[config.mk]
export PLATFORM = sky130hd
export DESIGN_NAME = ahb_cipher_slave
export DESIGN_NICKNAME = d
export VERILOG_FILES = /design/src/rtl/cipher_ahb_pkg.sv /design/src/rtl/ahb_cipher_slave_sync_fifo.sv /design/src/rtl/ahb_cipher_slave.sv
export SDC_FILE = /design/constraint.sdc
export NUM_CORES = 1
export LEC_CHECK = 0
export CAP_MARGIN = 20
export CELL_PAD_IN_SITES_DETAIL_PLACEMENT = 0
export CELL_PAD_IN_SITES_GLOBAL_PLACEMENT = 1
export CORE_ASPECT_RATIO = 0.7
export CORE_MARGIN = 2
export CORE_UTILIZATION = 35
export CTS_BUF_LIST = sky130_fd_sc_hd__clkbuf_8
export CTS_CLUSTER_DIAMETER = 100
export DETAILED_ROUTE_END_ITERATION = 12
export PLACE_DENSITY_LB_ADDON = 0.1
export SKIP_CTS_REPAIR_TIMING = 1
export SYNTH_ARGS = -nofsm -noshare
export SYNTH_HDL_FRONTEND = slang
export SYNTH_SLANG_ARGS = --single-unit
[constraint.sdc]
create_clock -name HCLK -period 36.8 [get_ports HCLK]
set_input_delay 11.04 -clock HCLK [delete_from_list [all_inputs] [get_ports HCLK]]
set_output_delay 11.04 -clock HCLK [all_outputs]
set_load 0.01 [all_outputs]
[src/rtl/cipher_ahb_pkg.sv]
// Shared constants for the AHB-Lite cipher slave: register offsets, bus encodings,
// STATUS bit layout and the data-phase state type.
package cipher_ahb_pkg;

    localparam logic [3:0] OFF_MODE     = 4'h0;
    localparam logic [3:0] OFF_KEY1     = 4'h1;
    localparam logic [3:0] OFF_KEY2     = 4'h2;
    localparam logic [3:0] OFF_KEY3     = 4'h3;
    localparam logic [3:0] OFF_DATA_IN  = 4'h4;
    localparam logic [3:0] OFF_DATA_OUT = 4'h8;
    localparam logic [3:0] OFF_STATUS   = 4'h9;
    localparam logic [3:0] OFF_FLUSH    = 4'hA;

    localparam logic [1:0] HTRANS_IDLE   = 2'b00;
    localparam logic [1:0] HTRANS_BUSY   = 2'b01;
    localparam logic [1:0] HTRANS_NONSEQ = 2'b10;
    localparam logic [1:0] HTRANS_SEQ    = 2'b11;

    localparam logic HRESP_OKAY  = 1'b0;
    localparam logic HRESP_ERROR = 1'b1;

    localparam int STAT_IN_EMPTY   = 0;
    localparam int STAT_IN_FULL    = 1;
    localparam int STAT_OUT_EMPTY  = 2;
    localparam int STAT_OUT_FULL   = 3;
    localparam int STAT_IN_CNT_LSB  = 4;
    localparam int STAT_OUT_CNT_LSB = 12;
    localparam int STAT_MODE       = 20;
    localparam int STAT_BUSY       = 21;

    typedef enum logic [1:0] {
        DP_IDLE = 2'b00,
        DP_OKAY = 2'b01,
        DP_ERR1 = 2'b10,
        DP_ERR2 = 2'b11
    } dp_state_e;

endpackage

[src/rtl/ahb_cipher_slave_sync_fifo.sv]
// Synchronous FIFO with registered storage and a flush that overrides any
// push/pop in the same cycle.
module sync_fifo #(
    parameter int WIDTH = 64,
    parameter int DEPTH = 4,
    localparam int PW = $clog2(DEPTH),
    localparam int CW = PW + 1
) (
    input  logic             clk,
    input  logic             rst,
    input  logic             flush,
    input  logic             push,
    input  logic [WIDTH-1:0] push_data,
    input  logic             pop,
    output logic [WIDTH-1:0] head_data,
    output logic [CW-1:0]    count,
    output logic             empty,
    output logic             full
);

    logic [WIDTH-1:0] mem_q [DEPTH];
    logic [WIDTH-1:0] mem_d [DEPTH];
    logic [PW-1:0]    wr_ptr_q, wr_ptr_d;
    logic [PW-1:0]    rd_ptr_q, rd_ptr_d;
    logic [CW-1:0]    count_q, count_d;
    logic             do_push_s, do_pop_s;

    assign empty     = (count_q == {CW{1'b0}});
    assign full      = (count_q == CW'(DEPTH));
    assign count     = count_q;
    assign head_data = mem_q[rd_ptr_q];
    assign do_push_s = push && !full;
    assign do_pop_s  = pop && !empty;

    // Next-state for storage, pointers and occupancy
    always_comb begin
        mem_d    = mem_q;
        wr_ptr_d = wr_ptr_q;
        rd_ptr_d = rd_ptr_q;
        count_d  = count_q;
        if (flush) begin
            wr_ptr_d = {PW{1'b0}};
            rd_ptr_d = {PW{1'b0}};
            count_d  = {CW{1'b0}};
        end else begin
            if (do_push_s) begin
                mem_d[wr_ptr_q] = push_data;
                wr_ptr_d        = wr_ptr_q + PW'(1);
            end else begin
                wr_ptr_d = wr_ptr_q;
            end
            if (do_pop_s) begin
                rd_ptr_d = rd_ptr_q + PW'(1);
            end else begin
                rd_ptr_d = rd_ptr_q;
            end
            case ({do_push_s, do_pop_s})
                2'b10:   count_d = count_q + CW'(1);
                2'b01:   count_d = count_q - CW'(1);
                default: count_d = count_q;
            endcase
        end
    end

    // FIFO state registers
    always_ff @(posedge clk or posedge rst) begin
        if (rst) begin
            for (int i = 0; i < DEPTH; i++) begin
                mem_q[i] <= {WIDTH{1'b0}};
            end
            wr_ptr_q <= {PW{1'b0}};
            rd_ptr_q <= {PW{1'b0}};
            count_q  <= {CW{1'b0}};
        end else begin
            mem_q    <= mem_d;
            wr_ptr_q <= wr_ptr_d;
            rd_ptr_q <= rd_ptr_d;
            count_q  <= count_d;
        end
    end

endmodule

[src/rtl/ahb_cipher_slave.sv]
// AHB-Lite slave front end for the Triple DES core: mode/key registers,
// input/output chunk FIFOs, status, flush and a level interrupt.
module ahb_cipher_slave
    import cipher_ahb_pkg::*;
#(
    parameter int DATA_W    = 64,
    parameter int ADDR_W    = 32,
    parameter int IN_DEPTH  = 4,
    parameter int OUT_DEPTH = 4,
    parameter int IRQ_LEVEL = 1
) (
    input  logic              HCLK,
    input  logic              HRESET,
    input  logic              HSEL,
    input  logic [ADDR_W-1:0] HADDR,
    input  logic [1:0]        HTRANS,
    input  logic              HWRITE,
    input  logic [2:0]        HSIZE,
    input  logic              HREADY,
    input  logic [DATA_W-1:0] HWDATA,
    output logic [DATA_W-1:0] HRDATA,
    output logic              HREADYOUT,
    output logic              HRESP,
    output logic              mode,
    output logic [DATA_W-1:0] key1,
    output logic [DATA_W-1:0] key2,
    output logic [DATA_W-1:0] key3,
    output logic [DATA_W-1:0] core_in_data,
    output logic              core_in_valid,
    input  logic              core_in_ready,
    input  logic [DATA_W-1:0] core_out_data,
    input  logic              core_out_valid,
    output logic              core_out_ready,
    input  logic              core_busy,
    output logic              irq
);

    localparam int IN_CW  = $clog2(IN_DEPTH) + 1;
    localparam int OUT_CW = $clog2(OUT_DEPTH) + 1;

    dp_state_e         dp_state_q, dp_state_d, dp_phase_s;
    logic [3:0]        dp_addr_q, dp_addr_d;
    logic              dp_write_q, dp_write_d;
    logic              mode_q, mode_d;
    logic [DATA_W-1:0] key1_q, key1_d, key2_q, key2_d, key3_q, key3_d;

    logic              accept_s, active_s, bad_s, ok_xfer_s;
    logic              bus_push_s, bus_pop_s, flush_s;
    logic              in_pop_s, out_push_s;
    logic [DATA_W-1:0] out_head_s, status_s, rdata_s;
    logic [IN_CW-1:0]  in_count_s;
    logic [OUT_CW-1:0] out_count_s;
    logic              in_empty_s, in_full_s, out_empty_s, out_full_s;
    logic [7:0]        in_cnt8_s, out_cnt8_s;
    logic              unused_s;

    assign unused_s = ^{HSIZE, HADDR[ADDR_W-1:4], HTRANS[0]};

    assign accept_s  = HSEL && HREADY && HTRANS[1];
    assign active_s  = (dp_state_q == DP_OKAY);

    // A transfer is rejected from the state seen in its first data-phase cycle
    always_comb begin
        bad_s = 1'b0;
        if (dp_write_q) begin
            if (dp_addr_q == OFF_DATA_IN) begin
                bad_s = in_full_s;
            end else if (dp_addr_q <= OFF_KEY3) begin
                bad_s = core_busy || !in_empty_s;
            end else begin
                bad_s = 1'b0;
            end
        end else begin
            bad_s = (dp_addr_q == OFF_DATA_OUT) && out_empty_s;
        end
    end

    assign ok_xfer_s  = active_s && !bad_s;
    assign dp_phase_s = (active_s && bad_s) ? DP_ERR1 : dp_state_q;
    assign HREADYOUT  = (dp_phase_s != DP_ERR1);
    assign HRESP      = (dp_phase_s == DP_ERR1 || dp_phase_s == DP_ERR2) ? HRESP_ERROR : HRESP_OKAY;

    assign bus_push_s = ok_xfer_s && dp_write_q && (dp_addr_q == OFF_DATA_IN);
    assign bus_pop_s  = ok_xfer_s && !dp_write_q && (dp_addr_q == OFF_DATA_OUT);
    assign flush_s    = ok_xfer_s && dp_write_q && (dp_addr_q == OFF_FLUSH);

    assign core_in_valid  = !in_empty_s;
    assign core_out_ready = !out_full_s;
    assign in_pop_s       = core_in_valid && core_in_ready;
    assign out_push_s     = core_out_valid && core_out_ready;
    assign irq            = (out_count_s >= OUT_CW'(IRQ_LEVEL));

    sync_fifo #(.WIDTH(DATA_W), .DEPTH(IN_DEPTH)) u_in_fifo (
        .clk       (HCLK),
        .rst       (HRESET),
        .flush     (flush_s),
        .push      (bus_push_s),
        .push_data (HWDATA),
        .pop       (in_pop_s),
        .head_data (core_in_data),
        .count     (in_count_s),
        .empty     (in_empty_s),
        .full      (in_full_s)
    );

    sync_fifo #(.WIDTH(DATA_W), .DEPTH(OUT_DEPTH)) u_out_fifo (
        .clk       (HCLK),
        .rst       (HRESET),
        .flush     (flush_s),
        .push      (out_push_s),
        .push_data (core_out_data),
        .pop       (bus_pop_s),
        .head_data (out_head_s),
        .count     (out_count_s),
        .empty     (out_empty_s),
        .full      (out_full_s)
    );

    assign in_cnt8_s  = 8'(in_count_s);
    assign out_cnt8_s = 8'(out_count_s);

    // STATUS word assembly
    always_comb begin
        status_s = {DATA_W{1'b0}};
        status_s[STAT_IN_EMPTY]  = in_empty_s;
        status_s[STAT_IN_FULL]   = in_full_s;
        status_s[STAT_OUT_EMPTY] = out_empty_s;
        status_s[STAT_OUT_FULL]  = out_full_s;
        status_s[STAT_IN_CNT_LSB +: 8]  = in_cnt8_s;
        status_s[STAT_OUT_CNT_LSB +: 8] = out_cnt8_s;
        status_s[STAT_MODE] = mode_q;
        status_s[STAT_BUSY] = core_busy;
    end

    // Read data mux, zero outside a successful read data phase
    always_comb begin
        rdata_s = {DATA_W{1'b0}};
        if (ok_xfer_s && !dp_write_q) begin
            case (dp_addr_q)
                OFF_MODE:     rdata_s = {{(DATA_W-1){1'b0}}, mode_q};
                OFF_KEY1:     rdata_s = key1_q;
                OFF_KEY2:     rdata_s = key2_q;
                OFF_KEY3:     rdata_s = key3_q;
                OFF_DATA_OUT: rdata_s = out_head_s;
                OFF_STATUS:   rdata_s = status_s;
                default:      rdata_s = {DATA_W{1'b0}};
            endcase
        end else begin
            rdata_s = {DATA_W{1'b0}};
        end
    end

    assign HRDATA = rdata_s;

    // Configuration register updates at the closing edge of a good write
    always_comb begin
        mode_d = mode_q;
        key1_d = key1_q;
        key2_d = key2_q;
        key3_d = key3_q;
        if (ok_xfer_s && dp_write_q) begin
            case (dp_addr_q)
                OFF_MODE: mode_d = HWDATA[0];
                OFF_KEY1: key1_d = HWDATA;
                OFF_KEY2: key2_d = HWDATA;
                OFF_KEY3: key3_d = HWDATA;
                default:  mode_d = mode_q;
            endcase
        end else begin
            mode_d = mode_q;
        end
    end

    // Data-phase sequencing; an error holds the bus for one extra cycle
    always_comb begin
        dp_addr_d  = dp_addr_q;
        dp_write_d = dp_write_q;
        dp_state_d = DP_IDLE;
        if (dp_phase_s == DP_ERR1) begin
            dp_state_d = DP_ERR2;
        end else if (accept_s) begin
            dp_state_d = DP_OKAY;
            dp_addr_d  = HADDR[3:0];
            dp_write_d = HWRITE;
        end else begin
            dp_state_d = DP_IDLE;
        end
    end

    // Slave state registers
    always_ff @(posedge HCLK or posedge HRESET) begin
        if (HRESET) begin
            dp_state_q <= DP_IDLE;
            dp_addr_q  <= 4'h0;
            dp_write_q <= 1'b0;
            mode_q     <= 1'b0;
            key1_q     <= {DATA_W{1'b0}};
            key2_q     <= {DATA_W{1'b0}};
            key3_q     <= {DATA_W{1'b0}};
        end else begin
            dp_state_q <= dp_state_d;
            dp_addr_q  <= dp_addr_d;
            dp_write_q <= dp_write_d;
            mode_q     <= mode_d;
            key1_q     <= key1_d;
            key2_q     <= key2_d;
            key3_q     <= key3_d;
        end
    end

    assign mode = mode_q;
    assign key1 = key1_q;
    assign key2 = key2_q;
    assign key3 = key3_q;

endmodule
==> qor.yml, run 1 <==
detailed_routing:
  routed_wirelength_mm: 104
  firstDrtPassIters: 6
  initial_drt_markers: 1108
  drt_drc_violations_left: 0
  drt.antenna.violating_nets: 0
  vias: 20700
  drt-vias-per-instance: 5.29
  routedWlPerCell_um: 26.6
global_route:
  grt_pass1_wl_mm: 154
  grt_antenna_before_repair: 9
  grt_pass1_vias: 22500
  grt_use_total_pct: 21.8
  globalRouteOverflowTotal: 0
  grt_start_max_net_pins: 144
run_status:
  outcome: "finished, final reports clean"
floorplan:
  placeableCoreArea_um2: 92000
  io_pins: 499
  initial_core_util_pct: 35.4
  dieArea_um2: 95500
  die-width_um: 369
  placement_rows: 93
  die_height_um: 259
critical_path:
  crit_path_top_delay_cell: "sky130_fd_sc_hd__clkdlybuf4s50_1"
  cp_slowest_stage_delay_ns: 0.59
  crit_type: "input pin to output port"
  crit_path_max_fanout: 4
  worstPathRequired_ns: 25.76
  worstSetupStartpointType: "input pin"
  crit_path_frequent_cell: "sky130_fd_sc_hd__clkdlybuf4s50_1"
  worst_ep_arrival_time_ns: 13.23
  cell_type_group_with_the_largest_total_delay_on_the_critical_path: "buffers and inverters"
  worstPathBufferInverterCount: 2
  worst_setup_path_end_kind: "output port"
  crit_path_cell_trace: "clkdlybuf4s50_1, nor4_1, o22ai_1, a21oi_1, o21ba_2, clkdlybuf4s50_1"
pwr:
  power.density_nw_per_um2: 79.5
  combinational_cell_fraction_of_total_power_pct: 37.6
  clock_power_share_pct: 22.5
  max-vdd-ir-drop_uv: 36.3
  sw_frac_of_total_pct: 33.2
  switchingPower_mw: 1.09
  static-leakage-power_nw: 17.4
  internal-power_mw: 2.19
  seqPwrFrac_pct: 39.9
final_layout:
  fin_util_pct: 44.8
  final_net_count: 2774
  final.fill_count: 8309
  share_of_final_layout_standard_cells_stronger_than_drive_strength_1_pct: 41.5
  area.growth.synth_to_final_pct: 26.6
  layout.cell_area.non_filler_um2: 41200
yosys:
  async_reset_ff_share_pct: 100
  dominantRegCellSynth: "sky130_fd_sc_hd__dfrtp_1"
  edff_count_synth: 0
  postSynthAreaPerCell_um2: 15.5
  yosys_warnings: 0
  synth_nets: 2289
  post_synth_inst_count: 2103
  cell_area_synth_um2: 32600
  synth_most_common_cell: "sky130_fd_sc_hd__mux2_2"
  synth_common_cells: "sky130_fd_sc_hd__mux2_2, sky130_fd_sc_hd__dfrtp_1, sky130_fd_sc_hd__mux4_2"
  ys_top_cells_by_area: "sky130_fd_sc_hd__dfrtp_1, sky130_fd_sc_hd__mux2_2, sky130_fd_sc_hd__mux4_2"
  post-synth-top-area-fraction_pct: 55.8
  synth-seq-cells: 726
  post-synth-top-area-cell: "sky130_fd_sc_hd__dfrtp_1"
  synth_seq_area_share_pct: 55.8
  yosys.cell_types.count: 55
sta:
  final_min_period_over_clock_period_pct: 66.0
  maxClockFrequency_ghz: 0.0412
  report.final.hold_viol_count: 0
  final_max_slew_viol_count: 0
  finalSetupTns_ns: 0
  max_slew.worst_pin.slew_ns: 1.07
  maxSlewHeadroom_pct: 28.5
  finalSetupViolations: 0
  grt_setup_unrepaired: "no"
  final.setup_skew_ns: 0.0361
  finalWorstPathRequiredPeriod_ns: 24.27
  setup_ws_ns: 12.53
clock_network:
  clk_pin_slew_ns: 0.06
  tritoncts_num_sinks: 726
  root_buffer: "sky130_fd_sc_hd__clkbuf_8"
  clock_latency_ns: 0.78
  number_of_clock_buffers_inserted_by_tritoncts: 121
  clk_path_buf_depth: 3
  clock_tree.htree_level_count: 3
  cts_tree: "done"
placed_design:
  pre_cts_ws_ns: 12.48
  port-buffer-count: 466
  gp_routability_congestion: 0.780
  hpwl_mm: 67.3
  placedInstanceArea_um2: 38600
run:
  max_capacitance_violation_count: 0
hold_path:
  hold_path.class: "flip-flop to flip-flop"
[power groups by stage]
stage	Sequential, mW	Clock (mW)	Combinational, mW
after detailed placement	1.32	0	1.25
final	1.31	0.737	1.23
after global placement	1.30	0	1.23
after CTS	1.31	0.766	1.26
after global routing	1.35	0.805	1.32
after floorplan	1.25	0	0.751
[sequential cells by signal (all words and copies together), names as in the netlist]
name                 count
u_out_fifo.wr_ptr_q      2
dp_write_q               1
u_in_fifo.count          3
key2                    64
dp_addr_q                4
u_out_fifo.count         3
mode                     1
u_in_fifo.wr_ptr_q       2
dp_state_q               2
key1                    64
u_out_fifo.mem_q       256
u_in_fifo.rd_ptr_q       2
u_out_fifo.rd_ptr_q      2
u_in_fifo.mem_q        256
key3                    64
[cell families after synthesis]
kind of cell / share of synthesized area (%)
flip-flops: 55.8
buffers and inverters: 1.91
multiplexers: 35.6
adder cells (fa/ha/maj): 0.553
XOR/XNOR: 0.188
AND/OR/NAND/NOR: 2.18
AO/OA/AOI/OAI: 3.81
[worst paths after layout]
check                                     from              endpoint  slack, ns  depth (start not counted)
max in group asynchronous               HRESET              key1[30]      23.50                          5
max reg2reg                       dp_addr_q[1]  u_out_fifo.mem_q[95]      32.01                          6
min in group asynchronous               HRESET  u_in_fifo.mem_q[189]      10.58                          2
min                        u_in_fifo.mem_q[74]   u_in_fifo.mem_q[74]       0.48                          1
max                                  core_busy             HREADYOUT      12.53                          6
min reg2reg                u_in_fifo.mem_q[74]   u_in_fifo.mem_q[74]       0.48                          1
[stage by stage]
step,hold slack (ns),instances,total power [mW]
2_1_floorplan,0.459,2103,2.00
3_3_place_gp,0.468,3695,2.52
3_5_place_dp,0.476,3695,2.57
4_1_cts,0.488,3911,3.33
5_1_grt,0.508,3922,3.47
6_report,0.485,3924,3.28
[cells in the final DEF (no fill, tap or decap), types with 8 or more instances in the layout]
cell / netlist / layout
sky130_fd_sc_hd__nor2_1: 64 / 63
sky130_fd_sc_hd__a22o_1: 53 / 53
sky130_fd_sc_hd__a22oi_1: 63 / 63
sky130_fd_sc_hd__diode_2: 0 / 8
sky130_fd_sc_hd__mux2_2: 746 / 746
sky130_fd_sc_hd__buf_4: 0 / 32
sky130_fd_sc_hd__a21oi_1: 10 / 10
sky130_fd_sc_hd__mux2_1: 21 / 21
sky130_fd_sc_hd__clkbuf_8: 0 / 161
sky130_fd_sc_hd__ha_1: 12 / 12
sky130_fd_sc_hd__inv_1: 10 / 52
sky130_fd_sc_hd__clkdlybuf4s50_1: 0 / 466
sky130_fd_sc_hd__mux4_2: 128 / 128
sky130_fd_sc_hd__nand2_1: 29 / 27
sky130_fd_sc_hd__dfrtp_1: 726 / 720
[final cells by class]
class / count / area (µm²) / share of cell area, %
Tap cell: 1235 / 1550 / 3.75
Timing Repair Buffer: 503 / 5040 / 12.2
Sequential cell: 726 / 18200 / 44.1
Clock buffer: 161 / 2220 / 5.37
Antenna cell: 8 / 20.0 / 0.0485
Multi-Input combinational cell: 1226 / 13900 / 33.7
Inverter: 10 / 45.0 / 0.109
Clock inverter: 55 / 295 / 0.716
[layer usage]
metal  routed length (µm)  global-route usage (%)
met4                 1900                    5.17
met1                48000                    30.2
met3                 5090                    5.31
met5                   36                       0
met2                49200                    34.5
No activity file was read; power rests on OpenSTA's default activity.
==> run 2, diff against run 1 <==
==> constraint.sdc (replaced) <==
create_clock -name HCLK -period 22.8 [get_ports HCLK]
set_input_delay 6.84 -clock HCLK [delete_from_list [all_inputs] [get_ports HCLK]]
set_output_delay 6.84 -clock HCLK [all_outputs]
set_load 0.01 [all_outputs]
==> run 2 against run 1 <==
Hold slack improved by 0.0043 ns. Sequential share of layout area rose by 0.20 points. Total power rose by 60%. Design area fell by 0.45%. Combinational power rose by 60%. First-iteration DRC count fell by 0.81%. Critical endpoint unchanged.
==> qor.yml, run 2 (synthesis results as in run 1) <==
pwr:
  static-leakage-power_nw: 17.3
  power.density_nw_per_um2: 127
  max-vdd-ir-drop_uv: 57.2
placed_design:
  hpwl_mm: 66.8
  gp_routability_congestion: 0.789
  port-buffer-count: 466
  placedInstanceArea_um2: 38600
  number_of_cells_after_detailed_placement: 3697
sta:
  final_max_slew_viol_count: 0
  smallest_hold_slack_ns: 0.489
  report.final.hold_viol_count: 0
  finalWorstPathRequiredPeriod_ns: 15.83
  grt_setup_unrepaired: "no"
  maxSlewHeadroom_pct: 31.4
  final_min_period_over_clock_period_pct: 69.4
  finalSetupTns_ns: 0
  maxClockFrequency_ghz: 0.0632
  finalSetupViolations: 0
  final.setup_skew_ns: 0.0308
  max_slew.worst_pin.slew_ns: 1.03
clock_network:
  number_of_clock_buffers_inserted_by_tritoncts: 119
  clock_latency_ns: 0.79
  tritoncts_num_sinks: 726
  clock_tree.htree_level_count: 3
  clk_pin_slew_ns: 0.07
  cts_tree: "done"
  root_buffer: "sky130_fd_sc_hd__clkbuf_8"
  clk_path_buf_depth: 3
final_layout:
  final_cells: 3919
  largest_registers: "u_in_fifo.mem_q (256), u_out_fifo.mem_q (256)"
  area.growth.synth_to_final_pct: 26.1
  layout.cell_area.non_filler_um2: 41000
  share_of_final_layout_standard_cells_stronger_than_drive_strength_1_pct: 41.3
  layout_commonest_cell: "sky130_fd_sc_hd__mux2_2"
  seq_area_um2: 18200
  multi_input_area_um2: 13900
  final_net_count: 2772
  most-common-layout-cells: "sky130_fd_sc_hd__mux2_2, sky130_fd_sc_hd__dfrtp_1, sky130_fd_sc_hd__clkdlybuf4s50_1"
  final.fill_count: 8249
detailed_routing:
  vias: 20700
  firstDrtPassIters: 7
  drt_drc_violations_left: 0
  drt-vias-per-instance: 5.28
  routed_wirelength_mm: 103
  drt.antenna.violating_nets: 0
  initial_drt_markers: 1099
  routedWlPerCell_um: 26.3
global_route:
  grt_use_total_pct: 21.4
  globalRouteOverflowTotal: 0
  grt_start_max_net_pins: 84
  grt_pass1_wl_mm: 152
  grt_antenna_before_repair: 13
  grt_pass1_vias: 22600
critical_path:
  crit_type: "input pin to output port"
  crit_path_top_delay_cell: "sky130_fd_sc_hd__clkdlybuf4s50_1"
  crit_path_cell_trace: "clkdlybuf4s50_1, nor4_1, o22ai_1, a21oi_1, o21ba_2, clkdlybuf4s50_1"
  worst_setup_path_end_kind: "output port"
  worstSetupStartpointType: "input pin"
  worst-r2r-setup-slack_ns: 18.13
  worst_r2r_endpoint: "u_out_fifo.mem_q[93]"
  crit-reg2reg-launch: "dp_addr_q[1]"
  cp_slowest_stage_delay_ns: 0.59
  worst_ep_arrival_time_ns: 8.99
  critical_path.endpoint: "HREADYOUT"
  crit_path_max_fanout: 4
  reg2regPathDepth: 6
  worstPathRequired_ns: 15.96
  critical_path.startpoint: "core_busy"
  crit_path_frequent_cell: "sky130_fd_sc_hd__clkdlybuf4s50_1"
run:
  max_capacitance_violation_count: 0
floorplan:
  dieArea_um2: 95500
  placement_rows: 93
  die_height_um: 259
  placeableCoreArea_um2: 92000
  io_pins: 499
  initial_core_util_pct: 35.4
  die-width_um: 369
run_status:
  outcome: "finished, final reports clean"
hold_path:
  hold_path.class: "flip-flop to flip-flop"
## run 2: changes by cell type in the layout (fill, tap and decap cells not counted), sizes merged
cell	previous run	this run
inv	55	57
clkinv	6	10
clkbuf	161	152
bufinv	2	1
clkinvlp	2	3
diode	8	6
## run 2: worst max-delay path, delay by kind of cell
family / cells / cell delay (ns)
buffers and inverters: 2 / 1.14
and+or+nand+nor: 1 / 0.31
AOI/OAI and AO/OA: 3 / 0.69
## run 2: power breakdown
part           switching (mW)  total (mW)  internal (mW)
logic                   0.838        1.97           1.14
registers               0.366        2.12           1.76
clock network           0.534        1.14          0.603
total                    1.74        5.23           3.49
## run 2: metrics by stage
step	setup slack [ns]	utilization, %	power [mW]
6_report	6.97	44.6	5.23
3_3_place_gp	6.94	41.9	4.07
5_1_grt	6.84	44.6	5.53
2_1_floorplan	6.01	-	3.22
3_5_place_dp	6.97	41.9	4.14
4_1_cts	6.95	44.5	5.31
## run 2: routing by layer
metal | GRT usage [%] | vias up | wire, µm
li1 | - | 8859 | -
met1 | 30.0 | 11200 | 47500
met2 | 33.4 | 465 | 47700
met3 | 4.94 | 171 | 5080
met4 | 6.03 | 10 | 2570
met5 | 0 | - | 71
## run 2: final cells by class
| class | instances | area share [%] |
|---|---|---|
| tap | 1235 | 3.76 |
| timing repair buffer | 503 | 12.2 |
| antenna | 6 | 0.0366 |
| clock buffer | 152 | 5.10 |
| multi-input combinational | 1226 | 33.8 |
| sequential | 726 | 44.3 |
| inverter | 10 | 0.101 |
| clock inverter | 61 | 0.683 |
## run 2: worst min-delay path by stage
| stage | startpoint | endpoint | slack (ns) | depth (start not counted) |
|---|---|---|---|---|
| after global routing | u_in_fifo.mem_q[83] | u_in_fifo.mem_q[83] | 0.50 | 1 |
| after global placement | u_in_fifo.mem_q[84] | u_in_fifo.mem_q[84] | 0.47 | 1 |
| after CTS | u_in_fifo.mem_q[76] | u_in_fifo.mem_q[76] | 0.49 | 1 |
| after floorplan | u_in_fifo.mem_q[126] | u_in_fifo.mem_q[126] | 0.46 | 1 |
| after detailed placement | u_in_fifo.mem_q[76] | u_in_fifo.mem_q[76] | 0.48 | 1 |
| final | u_in_fifo.mem_q[82] | u_in_fifo.mem_q[82] | 0.49 | 1 |
==> run 3, diff against run 2 <==
==> constraint.sdc (replaced) <==
create_clock -name HCLK -period 14 [get_ports HCLK]
set_input_delay 4.2 -clock HCLK [delete_from_list [all_inputs] [get_ports HCLK]]
set_output_delay 4.2 -clock HCLK [all_outputs]
set_load 0.01 [all_outputs]
==> run 3 against run 2 <==
Flip-flop and latch count unchanged. Sequential power up 61%. Clock skew down 0.011 ns. Register-to-register slack worse by 10 ns. Via count up 0.14%.
==> qor.yml, run 3 (synthesis results as in run 1) <==
run_status:
  outcome: "finished, final reports clean"
floorplan:
  die-width_um: 369
  dieArea_um2: 95500
  io_pins: 499
  placeableCoreArea_um2: 92000
  placement_rows: 93
  initial_core_util_pct: 35.4
  die_height_um: 259
final_layout:
  final.fill_count: 8202
  most-common-layout-cells: "sky130_fd_sc_hd__mux2_2, sky130_fd_sc_hd__dfrtp_1, sky130_fd_sc_hd__clkdlybuf4s50_1"
  final_net_count: 2770
  share_of_final_layout_standard_cells_stronger_than_drive_strength_1_pct: 41.8
  area.growth.synth_to_final_pct: 26.7
  layout_commonest_cell: "sky130_fd_sc_hd__mux2_2"
  largest_registers: "u_in_fifo.mem_q (256), u_out_fifo.mem_q (256)"
hold_path:
  timing.hold.worst_path_depth: 1
  worstHoldStart: "u_in_fifo.mem_q[84]"
  hold_path.class: "flip-flop to flip-flop"
  min_delay_worst_endpoint: "u_in_fifo.mem_q[84]"
sta:
  final_min_period_over_clock_period_pct: 75.9
  final_max_slew_viol_count: 0
  finalWorstPathRequiredPeriod_ns: 10.63
  report.final.hold_viol_count: 0
  finalSetupTns_ns: 0
  smallest_hold_slack_ns: 0.489
  grt_setup_unrepaired: "no"
  setup_ws_ns: 3.37
  maxClockFrequency_ghz: 0.0941
  final.setup_skew_ns: 0.0203
  max_slew.worst_pin.slew_ns: 1.18
  maxSlewHeadroom_pct: 21.6
  finalSetupViolations: 0
critical_path:
  worst-r2r-setup-slack_ns: 8.11
  worst_r2r_endpoint: "u_out_fifo.mem_q[96]"
  reg2regPathDepth: 7
  crit-reg2reg-launch: "dp_addr_q[1]"
  cp_slowest_stage_delay_ns: 0.61
  worstSetupStartpointType: "input pin"
  crit_path_frequent_cell: "sky130_fd_sc_hd__clkdlybuf4s50_1"
  cell_type_group_with_the_largest_total_delay_on_the_critical_path: "buffers and inverters"
  worst_setup_path_end_kind: "output port"
  crit_path_top_delay_cell: "sky130_fd_sc_hd__clkdlybuf4s50_1"
  worstPathRequired_ns: 9.80
  crit_type: "input pin to output port"
  worst_ep_arrival_time_ns: 6.43
  worstPathBufferInverterCount: 2
  crit_path_cell_trace: "clkdlybuf4s50_1, nor4_1, o22ai_1, a21oi_1, o21ba_2, clkdlybuf4s50_1"
  crit_path_max_fanout: 4
clock_network:
  number_of_clock_buffers_inserted_by_tritoncts: 121
  cts_tree: "done"
  clk_pin_slew_ns: 0.06
  tritoncts_num_sinks: 726
  clock_latency_ns: 0.78
  clock_tree.htree_level_count: 3
  root_buffer: "sky130_fd_sc_hd__clkbuf_8"
  clk_path_buf_depth: 3
detailed_routing:
  routed_wirelength_mm: 102
  firstDrtPassIters: 5
  routedWlPerCell_um: 26.1
  vias: 20700
  drt-vias-per-instance: 5.28
  drt_drc_violations_left: 0
  drt.antenna.violating_nets: 0
  initial_drt_markers: 1274
placed_design:
  pre_cts_ws_ns: 3.43
  hpwl_mm: 66.4
  port-buffer-count: 466
  gp_routability_congestion: 0.782
pwr:
  post-layout-total-power_mw: 8.64
  power.density_nw_per_um2: 209
  static-leakage-power_nw: 17.4
  max-vdd-ir-drop_uv: 88.2
global_route:
  grt_antenna_before_repair: 8
  grt_pass1_vias: 22400
  grt_start_max_net_pins: 187
  globalRouteOverflowTotal: 0
  grt_pass1_wl_mm: 152
  grt_use_total_pct: 21.4
run:
  max_capacitance_violation_count: 0
run 3: cell count changes in the layout (fill, tap and decap cells not counted), moves of 2 or more:
cell | before | now
sky130_fd_sc_hd__clkbuf_8 | 152 | 165
sky130_fd_sc_hd__buf_12 | 0 | 4
sky130_fd_sc_hd__diode_2 | 6 | 4
sky130_fd_sc_hd__inv_1 | 56 | 49
sky130_fd_sc_hd__buf_4 | 34 | 27
sky130_fd_sc_hd__inv_6 | 1 | 3
sky130_fd_sc_hd__clkinv_2 | 10 | 14
run 3: cell type report:
cell class                      instances  area (µm²)  share of cell area [%]
Sequential cell                       726       18200                    44.1
Tap cell                             1235        1550                    3.75
Timing Repair Buffer                  499        5000                    12.1
Antenna cell                            4        10.0                  0.0243
Multi-Input combinational cell       1226       13900                    33.7
Clock inverter                         61         299                   0.725
Clock buffer                          165        2270                    5.51
Inverter                               10        41.3                   0.100
run 3: worst register-to-register path, cell delays in order, from the launching register on:
cell                      delay (ns)
sky130_fd_sc_hd__dfrtp_4        0.74
sky130_fd_sc_hd__buf_4          0.71
sky130_fd_sc_hd__nor2b_4        0.99
sky130_fd_sc_hd__buf_4          0.73
sky130_fd_sc_hd__nand3_1        0.72
sky130_fd_sc_hd__nand3_4        0.65
sky130_fd_sc_hd__buf_4          0.74
sky130_fd_sc_hd__mux2_2         0.50
run 3: worst max path at each step:
stage | start | to | slack [ns] | cells past startpoint
2_1_floorplan | HRESET | dp_addr_q[0] | -0.15 | 1
4_1_cts | core_busy | HREADYOUT | 3.42 | 6
3_5_place_dp | core_busy | HREADYOUT | 3.43 | 6
5_1_grt | core_busy | HREADYOUT | 3.38 | 6
3_3_place_gp | core_busy | HREADYOUT | 3.44 | 6
6_report | core_busy | HREADYOUT | 3.37 | 6
run 3: power by group:
part           switching (mW)  internal, mW
registers               0.558          2.86
logic                    1.41          1.85
clock network           0.893          1.06
total                    2.86          5.78
run 3: per-stage QoR:
stage	instances	instance area (µm²)	util (%)
after floorplan	2103	32600	-
after global placement	3693	38600	41.9
after detailed placement	3694	38600	41.9
after CTS	3920	41200	44.7
after global routing	3925	41200	44.8
final	3926	41200	44.8
run 3: routing by layer:
metal | vias to the layer above | GRT usage, % | part of all wire (%)
li1 | 8876 | - | -
met1 | 11200 | 29.9 | 46
met2 | 504 | 33.8 | 47
met3 | 153 | 4.74 | 5.2
met4 | 10 | 5.16 | 2.0
met5 | - | 0 | 0.067
